===== src/rtl/seg_scan_driver_pkg.sv =====
// Shared constants and types for the 8-digit 7-segment scan driver.
// Holds digit count, nibble/segment widths, the dash nibble code shared with
// the clock top that packs segdata, and the active-high segment patterns.
package seg_scan_driver_pkg;

    localparam int unsigned NUM_DIGITS = 8;
    localparam int unsigned NIBBLE_W   = 4;
    localparam int unsigned SEGDATA_W  = NUM_DIGITS * NIBBLE_W;
    localparam int unsigned SEG_W      = 7;
    localparam int unsigned SEG_PIN_W  = 8;
    localparam int unsigned BRI_W      = 4;
    localparam int unsigned IDX_W      = 3;

    // Nibble code the clock top uses for the separator dash.
    localparam logic [NIBBLE_W-1:0] SEG_DASH_NIBBLE = 4'hA;

    // Active-high segment patterns, bit order g..a.
    localparam logic [SEG_W-1:0] SEG_PAT_0     = 7'h3F;
    localparam logic [SEG_W-1:0] SEG_PAT_1     = 7'h06;
    localparam logic [SEG_W-1:0] SEG_PAT_2     = 7'h5B;
    localparam logic [SEG_W-1:0] SEG_PAT_3     = 7'h4F;
    localparam logic [SEG_W-1:0] SEG_PAT_4     = 7'h66;
    localparam logic [SEG_W-1:0] SEG_PAT_5     = 7'h6D;
    localparam logic [SEG_W-1:0] SEG_PAT_6     = 7'h7D;
    localparam logic [SEG_W-1:0] SEG_PAT_7     = 7'h07;
    localparam logic [SEG_W-1:0] SEG_PAT_8     = 7'h7F;
    localparam logic [SEG_W-1:0] SEG_PAT_9     = 7'h6F;
    localparam logic [SEG_W-1:0] SEG_PAT_DASH  = 7'h40;
    localparam logic [SEG_W-1:0] SEG_PAT_BLANK = 7'h00;

    // Phase within a digit slot.
    typedef enum logic {
        PH_BLANK = 1'b0,
        PH_ON    = 1'b1
    } phase_e;

    // Pin-level payload driven to the display, registered as one unit.
    typedef struct packed {
        logic [SEG_PIN_W-1:0]  seg_n;
        logic [NUM_DIGITS-1:0] digit_n;
    } scan_out_t;

    localparam scan_out_t SCAN_OFF = '{seg_n: '1, digit_n: '1};

endpackage


===== src/rtl/seg_scan_driver_if.sv =====
// Display bus between the clock top (master) and the scan driver (slave).
//   segdata    : 8 packed nibbles, digit 0 rightmost
//   brightness : 4-bit PWM level
//   seg_n      : active-low segments, [7] = dp
//   digit_n    : active-low digit enables
//   frame_tick : one-cycle pulse per frame snapshot
interface seg_scan_driver_if;
    import seg_scan_driver_pkg::*;

    logic [SEGDATA_W-1:0]  segdata;
    logic [BRI_W-1:0]      brightness;
    logic [SEG_PIN_W-1:0]  seg_n;
    logic [NUM_DIGITS-1:0] digit_n;
    logic                  frame_tick;

    modport master (
        output segdata,
        output brightness,
        input  seg_n,
        input  digit_n,
        input  frame_tick
    );

    modport slave (
        input  segdata,
        input  brightness,
        output seg_n,
        output digit_n,
        output frame_tick
    );

endinterface


===== src/rtl/seg7_decode.sv =====
// Combinational nibble to 7-segment decoder, active-high, bit order g..a.
//   nibble : 4-bit digit code (0-9, dash code, others blank)
//   seg_c  : segment pattern
module seg7_decode
    import seg_scan_driver_pkg::*;
(
    input  logic [NIBBLE_W-1:0] nibble,
    output logic [SEG_W-1:0]    seg_c
);

    always_comb begin
        seg_c = SEG_PAT_BLANK;
        case (nibble)
            4'd0:            seg_c = SEG_PAT_0;
            4'd1:            seg_c = SEG_PAT_1;
            4'd2:            seg_c = SEG_PAT_2;
            4'd3:            seg_c = SEG_PAT_3;
            4'd4:            seg_c = SEG_PAT_4;
            4'd5:            seg_c = SEG_PAT_5;
            4'd6:            seg_c = SEG_PAT_6;
            4'd7:            seg_c = SEG_PAT_7;
            4'd8:            seg_c = SEG_PAT_8;
            4'd9:            seg_c = SEG_PAT_9;
            SEG_DASH_NIBBLE: seg_c = SEG_PAT_DASH;
            default:         seg_c = SEG_PAT_BLANK;
        endcase
    end

endmodule


===== src/rtl/seg_scan_driver.sv =====
// Time-multiplexed driver for an 8-digit common-anode 7-segment display.
// Scans one digit per slot with leading dead-time blanking and 4-bit PWM
// brightness; segdata/brightness are snapshotted once per frame.
//   clk    : system clock
//   resetn : asynchronous active-low reset
//   bus    : display bus (slave side): segdata, brightness in;
//            seg_n, digit_n, frame_tick out (all registered)
module seg_scan_driver
    import seg_scan_driver_pkg::*;
#(
    parameter int unsigned DWELL_CYC = 3125,
    parameter int unsigned DEAD_CYC  = 25
) (
    input  logic               clk,
    input  logic               resetn,
    seg_scan_driver_if.slave   bus
);

    localparam int unsigned CNT_W = $clog2(DWELL_CYC);

    logic [CNT_W-1:0]     slot_cnt;
    logic [IDX_W-1:0]     idx;
    logic [SEGDATA_W-1:0] snap;
    logic [BRI_W-1:0]     bri_snap;
    scan_out_t            out_q;
    logic                 tick_q;

    logic                 frame_start_c;
    logic [SEGDATA_W-1:0] snap_eff_c;
    logic [BRI_W-1:0]     bri_eff_c;
    logic [NIBBLE_W-1:0]  nibble_c;
    logic [SEG_W-1:0]     dec_c;
    logic [BRI_W-1:0]     pwm_c;
    phase_e               phase_c;
    logic                 en_c;
    scan_out_t            out_next_c;

    // Decoder sits on the muxed nibble of the current digit.
    seg7_decode u_decode (
        .nibble (nibble_c),
        .seg_c  (dec_c)
    );

    // Next pin state from the current counter state. On the frame-start cycle the
    // values being captured are used directly so a zero dead time still shows the
    // fresh frame.
    always_comb begin
        frame_start_c = (slot_cnt == '0) && (idx == '0);
        snap_eff_c    = frame_start_c ? bus.segdata    : snap;
        bri_eff_c     = frame_start_c ? bus.brightness : bri_snap;
        nibble_c      = snap_eff_c[{idx, 2'b00} +: NIBBLE_W];
        pwm_c         = BRI_W'(slot_cnt - CNT_W'(DEAD_CYC));
        phase_c       = (slot_cnt < CNT_W'(DEAD_CYC)) ? PH_BLANK : PH_ON;
        en_c          = (bri_eff_c == '1) || (pwm_c < bri_eff_c);
        out_next_c    = SCAN_OFF;
        if ((phase_c == PH_ON) && en_c) begin
            out_next_c.digit_n = ~(NUM_DIGITS'(1) << idx);
            out_next_c.seg_n   = {1'b1, ~dec_c};
        end
    end

    // Slot/digit counters, frame snapshot and the registered pin outputs.
    always_ff @(posedge clk or negedge resetn) begin
        if (!resetn) begin
            slot_cnt <= '0;
            idx      <= '0;
            snap     <= '0;
            bri_snap <= '0;
            out_q    <= SCAN_OFF;
            tick_q   <= 1'b0;
        end else begin
            if (slot_cnt == CNT_W'(DWELL_CYC - 1)) begin
                slot_cnt <= '0;
                idx      <= idx + IDX_W'(1);
            end else begin
                slot_cnt <= slot_cnt + CNT_W'(1);
            end
            if (frame_start_c) begin
                snap     <= bus.segdata;
                bri_snap <= bus.brightness;
            end
            tick_q <= frame_start_c;
            out_q  <= out_next_c;
        end
    end

    assign bus.seg_n      = out_q.seg_n;
    assign bus.digit_n    = out_q.digit_n;
    assign bus.frame_tick = tick_q;

endmodule


===== src/flat_wrapper.sv =====
// flat-port wrapper written by rule: the top's interface ports become plain ports
module seg_scan_driver_flat import seg_scan_driver_pkg::*;
#(
    parameter int unsigned DWELL_CYC = 3125,
    parameter int unsigned DEAD_CYC  = 25
)
  (clk, resetn, bus_segdata, bus_brightness, bus_seg_n, bus_digit_n, bus_frame_tick);
  seg_scan_driver_if bus_i ();
  input  logic clk;
  input  logic resetn;
  input wire logic [$bits(bus_i.segdata)-1:0] bus_segdata;
  input wire logic [$bits(bus_i.brightness)-1:0] bus_brightness;
  output wire logic [$bits(bus_i.seg_n)-1:0] bus_seg_n;
  output wire logic [$bits(bus_i.digit_n)-1:0] bus_digit_n;
  output wire logic [$bits(bus_i.frame_tick)-1:0] bus_frame_tick;
  assign bus_i.segdata = bus_segdata;
  assign bus_i.brightness = bus_brightness;
  assign bus_seg_n = bus_i.seg_n;
  assign bus_digit_n = bus_i.digit_n;
  assign bus_frame_tick = bus_i.frame_tick;
  seg_scan_driver #(.DWELL_CYC(DWELL_CYC), .DEAD_CYC(DEAD_CYC)) u_core (.clk(clk), .resetn(resetn), .bus(bus_i));
endmodule

===== config.mk =====
export PLATFORM = sky130hd
export DESIGN_NAME = seg_scan_driver_flat
export DESIGN_NICKNAME = d
export VERILOG_FILES = /design/src/rtl/seg_scan_driver_pkg.sv /design/src/rtl/seg_scan_driver_if.sv /design/src/rtl/seg7_decode.sv /design/src/rtl/seg_scan_driver.sv /design/src/flat_wrapper.sv
export SDC_FILE = /design/constraint.sdc
export NUM_CORES = 1
export LEC_CHECK = 0
export CORE_ASPECT_RATIO = 1.75
export CORE_MARGIN = 2
export CORE_UTILIZATION = 54
export DETAILED_ROUTE_END_ITERATION = 16
export PLACE_DENSITY_LB_ADDON = 0.3
export SYNTH_ARGS = -nofsm -noshare
export SYNTH_HDL_FRONTEND = slang
export SYNTH_SLANG_ARGS = --single-unit

===== constraint.sdc =====
create_clock -name clk -period 5.2 [get_ports clk]
set_input_delay 1.04 -clock clk [delete_from_list [all_inputs] [get_ports clk]]
set_output_delay 1.04 -clock clk [all_outputs]
set_load 0.1 [all_outputs]

==> summary.txt, run 1 <==
Synthesis
  • Yosys reg bits: 67
  • Post-synthesis sequential area ratio: 48.2%
  • Post-synthesis compound-gate area fraction: 4.94%
  • Post-Syn Area: 3520 sq um
  • Synth Area in Adders: 6.05%
  • YS warnings: 0
  • Largest family of logic cells by synthesized area: simple AND/OR/NAND/NOR gates
  • Mean Syn Cell Area: 10.6 sq um
  • Syn Inst Count: 333
  • Mux cell area share after synthesis: 13.9%
  • Syn nets: 388
  • Number of unique standard cell types used by synthesis: 41
  • Post-synthesis simple-gate area fraction: 20.0%
  • Post-Synth XOR/XNOR Area: 2.74%

Global route
  • Largest net degree at the start of global routing: 68
  • Total grt overflow: 0
  • Global-route wire length before repair: 12300 um
  • Initial antenna violation count: 0
  • Vias in the first global route: 2568
  • Total track usage: 22.5%

Floorplan
  • Die height: 111 um
  • Die area: 7200 sq um
  • Core area: 6230 sq um
  • # rows: 38
  • Die X: 65.0 um
  • I/O pin total: 55
  • Initial Util: 56.5%

Setup path
  • Setup crit start kind: register
  • Req. time, crit path: 5430 ps
  • CP startpoint: u_core.idx[1]
  • CP most frequent cell: inv_1
  • Worst setup endpoint: u_core.bus.seg_n[4]
  • R2R setup slack: 1440 ps
  • CP Class: reg -> reg
  • Data arrival time of the worst path: 3990 ps
  • Cell with the largest stage delay on the worst path: mux4_2
  • Worst Setup End Kind: register
  • Worst r2r path cells: 12
  • Worst-path maximum fanout: 28
  • Crit path cell chain: inv_1 -> ha_1 -> nor2b_1 -> nand4_4 -> buf_4 -> mux4_1 -> mux4_2 -> inv_1 -> ha_1 -> inv_1 -> mux2i_1 -> a32oi_1
  • Reg-to-reg endpoint: u_core.bus.seg_n[4]
  • Worst r2r src: u_core.idx[1]
  • CP max stage delay: 530 ps

Clock network
  • Clock Tree Root: clkbuf_8
  • Count of hold-fix buffers inserted at cts: 0
  • Postcts setup bufs: 0
  • CTS buffer count: 9
  • H-tree depth: 3
  • CTS Buffer Depth: 2
  • Post-cts repair resize count: 0
  • Sink Count: 67
  • Skew-Pair Late Insertion Delay: 360 ps
  • TritonCTS clock tree: built
  • Worst-path clk slew: 70 ps

Place
  • HPWL Detailed: 5190 um
  • I/O Buffers: 53
  • GPL Wtd Cong: 0.797
  • Placed Cells: 453

Cells and area
  • Commonest non-fill, non-tap cells in the layout: nand2_1 (108), clkdlybuf4s50_1 (52), dfrtp_1 (52), inv_1 (18), ha_1 (17)
  • Nets: 439
  • Multi-input gate area: 1680 sq um
  • Post-Layout Cell Count: 469
  • # diodes: 0
  • Layout cells sized above 1: 13.9%
  • Storage element area: 1700 sq um
  • Fillers: 479
  • Area delta synth->final: 21.8%
  • Most common cell after layout, fill and taps aside: nand2_1

STA
  • Slew headroom: 34.7%
  • Peak Freq: 266 MHz
  • RSZ-0062 raised after global routing: false
  • Worst slew pin tran: 977 ps
  • Max Transition Viols Final: 0
  • Final setup viols: 0
  • Tmin final: 3760 ps
  • Fin Clk Skew: 5.50 ps
  • Final worst path period share: 72.4%
  • Setup TNS: 0 ps
  • Final hold vios: 0

Pwr
  • Power Density: 264 nW/um^2
  • Max VDD drop: 240 uV
  • Leakage: 1.96 nW

Route
  • Total vias in the final route: 2505
  • Drt wl/cell: 15.3 um
  • Via density: 5.34
  • Antenna violation net count after detailed routing: 0
  • 1st-iter DRT viols: 144
  • Drt pass-1 iters: 4
  • Routed wire length: 7160 um
  • DRC Markers: 0

Status
  • Status: finished, final reports clean

Min path
  • Hold Crit Class: reg -> reg

Job
  • Max-Cap Viols: 0
==> registers in the layout, indices dropped and copies added, names as in the netlist <==
signal,cells
u_core.idx,3
u_core.bus.frame_tick,1
u_core.slot_cnt,12
u_core.bus.seg_n,7
u_core.snap,32
u_core.bus.digit_n,8
u_core.bri_snap,4
==> critical path: cells and delay by family, from the launching register on <==
| kind | cells | cell delay [ps] |
|---|---|---|
| adder cells (fa/ha/maj) | 2 | 360 |
| buffers and inverters | 4 | 800 |
| AND/OR/NAND/NOR | 2 | 690 |
| multiplexers | 3 | 1180 |
| flip-flops | 1 | 450 |
| AO/OA/AOI/OAI | 1 | 140 |
==> cell usage after synthesis, drive strengths merged <==
master / count / area (sq um)
a21o: 2 / 15.0
a21oi: 6 / 30.0
a22oi: 4 / 30.0
a32o: 1 / 10.0
a32oi: 4 / 35.0
and2: 4 / 25.0
and3: 1 / 7.51
buf: 7 / 42.5
clkbuf: 9 / 33.8
conb: 1 / 3.75
dfrtp: 52 / 1300
dfstp: 15 / 394
ha: 17 / 213
inv: 18 / 67.6
mux2i: 6 / 60.1
mux4: 18 / 428
nand2: 108 / 405
nand2b: 1 / 13.8
nand3: 12 / 60.1
nand4: 1 / 21.3
nor2: 15 / 56.3
nor2b: 1 / 6.26
nor3: 4 / 36.3
nor4: 2 / 27.5
nor4b: 1 / 23.8
o21ai: 8 / 43.8
o311a: 1 / 10.0
or3: 2 / 12.5
or4: 1 / 7.51
xnor2: 6 / 52.6
xor2: 5 / 43.8
==> where the power goes <==
part	switching, W	leakage (nW)	internal (W)
logic	0.0000889	1.08	0.0000582
clock network	0.000200	0.0991	0.000232
registers	0.00000825	0.787	0.000545
total	0.000297	1.96	0.000835
==> per-layer routing <==
metal	vias to the layer above	GRT usage, %	wire length [um]
li1	1221	-	-
met1	1218	27.3	2850
met2	51	36.8	3870
met3	15	4.57	246
met4	0	11.9	192
met5	-	0	0
==> area by class of cell <==
cell class,instances,share of cell area [%]
multi-input cells,232,39.2
repair buffers,56,12.8
well taps,80,2.34
flip-flops and latches,67,39.6
inverters,18,1.58
clock buffers,11,3.30
clock inverters,5,1.23
==> per-stage QoR <==
stage	hold slack (ps)	util, %	setup WS (ps)	power, W	area, sq um
2_1_floorplan	437	-	1570	0.000649	3520
3_3_place_gp	451	65.6	1630	0.000707	4090
3_5_place_dp	458	65.6	1400	0.000711	4090
4_1_cts	475	68.8	1410	0.00114	4280
5_1_grt	503	68.8	1030	0.00118	4280
6_report	473	68.8	1440	0.00113	4280
==> kinds of logic after synthesis <==
kind of cell	count (synthesis)
buffers and inverters	34
other	1
xor gates and xnor gates	11
DFF	67
muxes	24
AOI/OAI and AO/OA	26
adders and majority gates	17
and+or+nand+nor	153
==> how the worst min path moves through the flow <==
stage                                from               to  cells past startpoint
after floorplan           u_core.snap[10]  u_core.snap[10]                      2
after global placement     u_core.snap[5]   u_core.snap[5]                      2
after detailed placement   u_core.snap[2]   u_core.snap[2]                      2
after CTS                  u_core.snap[2]   u_core.snap[2]                      2
after global routing      u_core.snap[29]  u_core.snap[29]                      2
final                     u_core.snap[13]  u_core.snap[13]                      2
No activity file was read; power rests on OpenSTA's default activity.
==> run 2: changes to the inputs <==
CORE_UTILIZATION = 49   (was 54)
clock period = 3.2 ns   (was 5.2 ns; I/O delays follow)
==> run 2 against run 1 <==
  * Routed wire length grew 8.9%
  * Fmax grew 23%
  * Global-route usage shrank 1.7 points
  * Critical path depth shrank 1
  * Cell area grew 5.2%
  * Sequential power grew 63%
  * Non-clock buffer count grew 12
  * First-iteration DRC count shrank 19%
  * Sequential share of layout area shrank 1.9 points
  * Utilization shrank 3.5 points
  * Flip-flop and latch count is the same
  * Largest cell class unchanged
==> summary.txt, run 2 (synthesized netlist as in run 1, its figures left out) <==
Setup path
  • Worst r2r src: u_core.slot_cnt[1]
  • Worst-path maximum fanout: 14
  • Worst r2r path cells: 11
  • CP Class: reg -> reg
  • Setup crit start kind: register
  • Worst Setup End Kind: register
  • Cell with the largest stage delay on the worst path: mux4_2
  • Crit path cell chain: inv_1 -> ha_1 -> nor4b_4 -> nand4_4 -> buf_12 -> mux4_2 -> mux4_2 -> inv_1 -> ha_1 -> a21oi_1 -> o21ai_0
  • R2R setup slack: 150 ps
  • CP max stage delay: 550 ps
  • Data arrival time of the worst path: 3310 ps
  • Req. time, crit path: 3460 ps
  • Reg-to-reg endpoint: u_core.bus.seg_n[1]

Route
  • Routed wire length: 7800 um
  • 1st-iter DRT viols: 116
  • Drt wl/cell: 16.1 um
  • Via density: 5.42
  • Total vias in the final route: 2630
  • Drt pass-1 iters: 4
  • Antenna violation net count after detailed routing: 0
  • DRC Markers: 0

STA
  • Final hold vios: 0
  • Fin Clk Skew: 6.46 ps
  • Peak Freq: 328 MHz
  • Worst slew pin tran: 713 ps
  • Max Transition Viols Final: 0
  • Final setup viols: 0
  • Final worst path period share: 95.3%
  • Slew headroom: 52.4%
  • Tmin final: 3050 ps

Global route
  • Largest net degree at the start of global routing: 68
  • Vias in the first global route: 2579
  • Initial antenna violation count: 0
  • Global-route wire length before repair: 11900 um
  • Total grt overflow: 0
  • Total track usage: 20.8%

Place
  • I/O Buffers: 53
  • GPL Wtd Cong: 0.826
  • Placed Area: 4140 sq um
  • HPWL Detailed: 5240 um

Floorplan
  • Core area: 6910 sq um
  • I/O pin total: 55
  • Die X: 68.0 um
  • # rows: 40
  • Die area: 7900 sq um
  • Initial Util: 50.9%
  • Die height: 116 um

Cells and area
  • Layout cells sized above 1: 20.9%
  • Most common cell after layout, fill and taps aside: nand2_1
  • Nets: 451
  • Top reg by flops: u_core.snap
  • Largest register FFs: 32
  • Area delta synth->final: 28.1%
  • Fillers: 557
  • Commonest non-fill, non-tap cells in the layout: nand2_1 (108), dfrtp_1 (52), clkdlybuf4s50_1 (36), buf_4 (27), inv_1 (18)
  • Design Area, Final: 4500 sq um
  • # diodes: 0

Clock network
  • CTS buffer count: 9
  • TritonCTS clock tree: built
  • Count of hold-fix buffers inserted at cts: 0
  • Sink Count: 67
  • Post-cts repair resize count: 0
  • CTS Buffer Depth: 2
  • Worst-path clk slew: 50 ps
  • Skew-Pair Late Insertion Delay: 340 ps
  • H-tree depth: 3
  • Clock Tree Root: clkbuf_16

Pwr
  • Power Density: 470 nW/um^2
  • Max VDD drop: 431 uV
  • Leakage: 2.10 nW
  • Power Total: 0.00212 W

Min path
  • Hold Crit Class: in -> async

Job
  • Max-Cap Viols: 0

Status
  • Status: finished, final reports clean
[run 2: what timing repair did]
action	4_1_cts	5_1_grt
hold endpoints to repair	0	0
buffers inserted	0	3
setup endpoints to repair	0	5
[run 2: how the worst max path moves through the flow]
stage	end	startpoint	slack [ps]
CTS	u_core.bus.seg_n[1]	u_core.slot_cnt[1]	100
global route	u_core.bus.seg_n[1]	u_core.slot_cnt[1]	-10
detailed placement	u_core.bus.seg_n[1]	u_core.slot_cnt[1]	130
global placement	u_core.bus.seg_n[1]	u_core.slot_cnt[1]	220
floorplan	u_core.bus.seg_n[1]	u_core.idx[0]	20
finish	u_core.bus.seg_n[1]	u_core.slot_cnt[1]	150
[run 2: layout make-up]
cell class	instances	area, sq um	share of cell area, %
well taps	84	105	2.33
multi-input cells	232	1680	37.4
clock buffers	11	243	5.39
repair buffers	68	658	14.6
flip-flops and latches	67	1700	37.6
clock inverters	5	52.6	1.17
inverters	18	67.6	1.50
[run 2: stage by stage]
step | setup WS, ps | util (%) | setup TNS, ps | hold WS, ps | cells
2_1_floorplan | 17.7 | - | 0 | 344 | 333
3_3_place_gp | 220 | 59.9 | 0 | 449 | 464
3_5_place_dp | 131 | 59.9 | 0 | 459 | 464
4_1_cts | 104 | 64.2 | 0 | 332 | 480
5_1_grt | -12.4 | 65.2 | -24.7 | 355 | 485
6_report | 149 | 65.2 | 0 | 319 | 485
[run 2: critical path, delay by kind of cell (launching register included)]
kind / cells / cell delay (ps)
muxes: 2 / 1020
and+or+nand+nor: 2 / 410
buffers and inverters: 3 / 440
adders and majority gates: 2 / 440
AOI/OAI and AO/OA: 2 / 220
DFF: 1 / 430
[run 2: where the power goes]
| group | leakage (nW) | internal, W | switching, W |
|---|---|---|---|
| Clock | 0.145 | 0.000619 | 0.000355 |
| Combinational | 1.17 | 0.0000956 | 0.000148 |
| Sequential | 0.787 | 0.000887 | 0.0000146 |
[run 2: layer usage]
layer / global-route usage, % / wire [um]
met5: 0 / 0
met4: 12.1 / 223
met3: 3.98 / 295
met2: 35.1 / 4370
met1: 23.7 / 2910
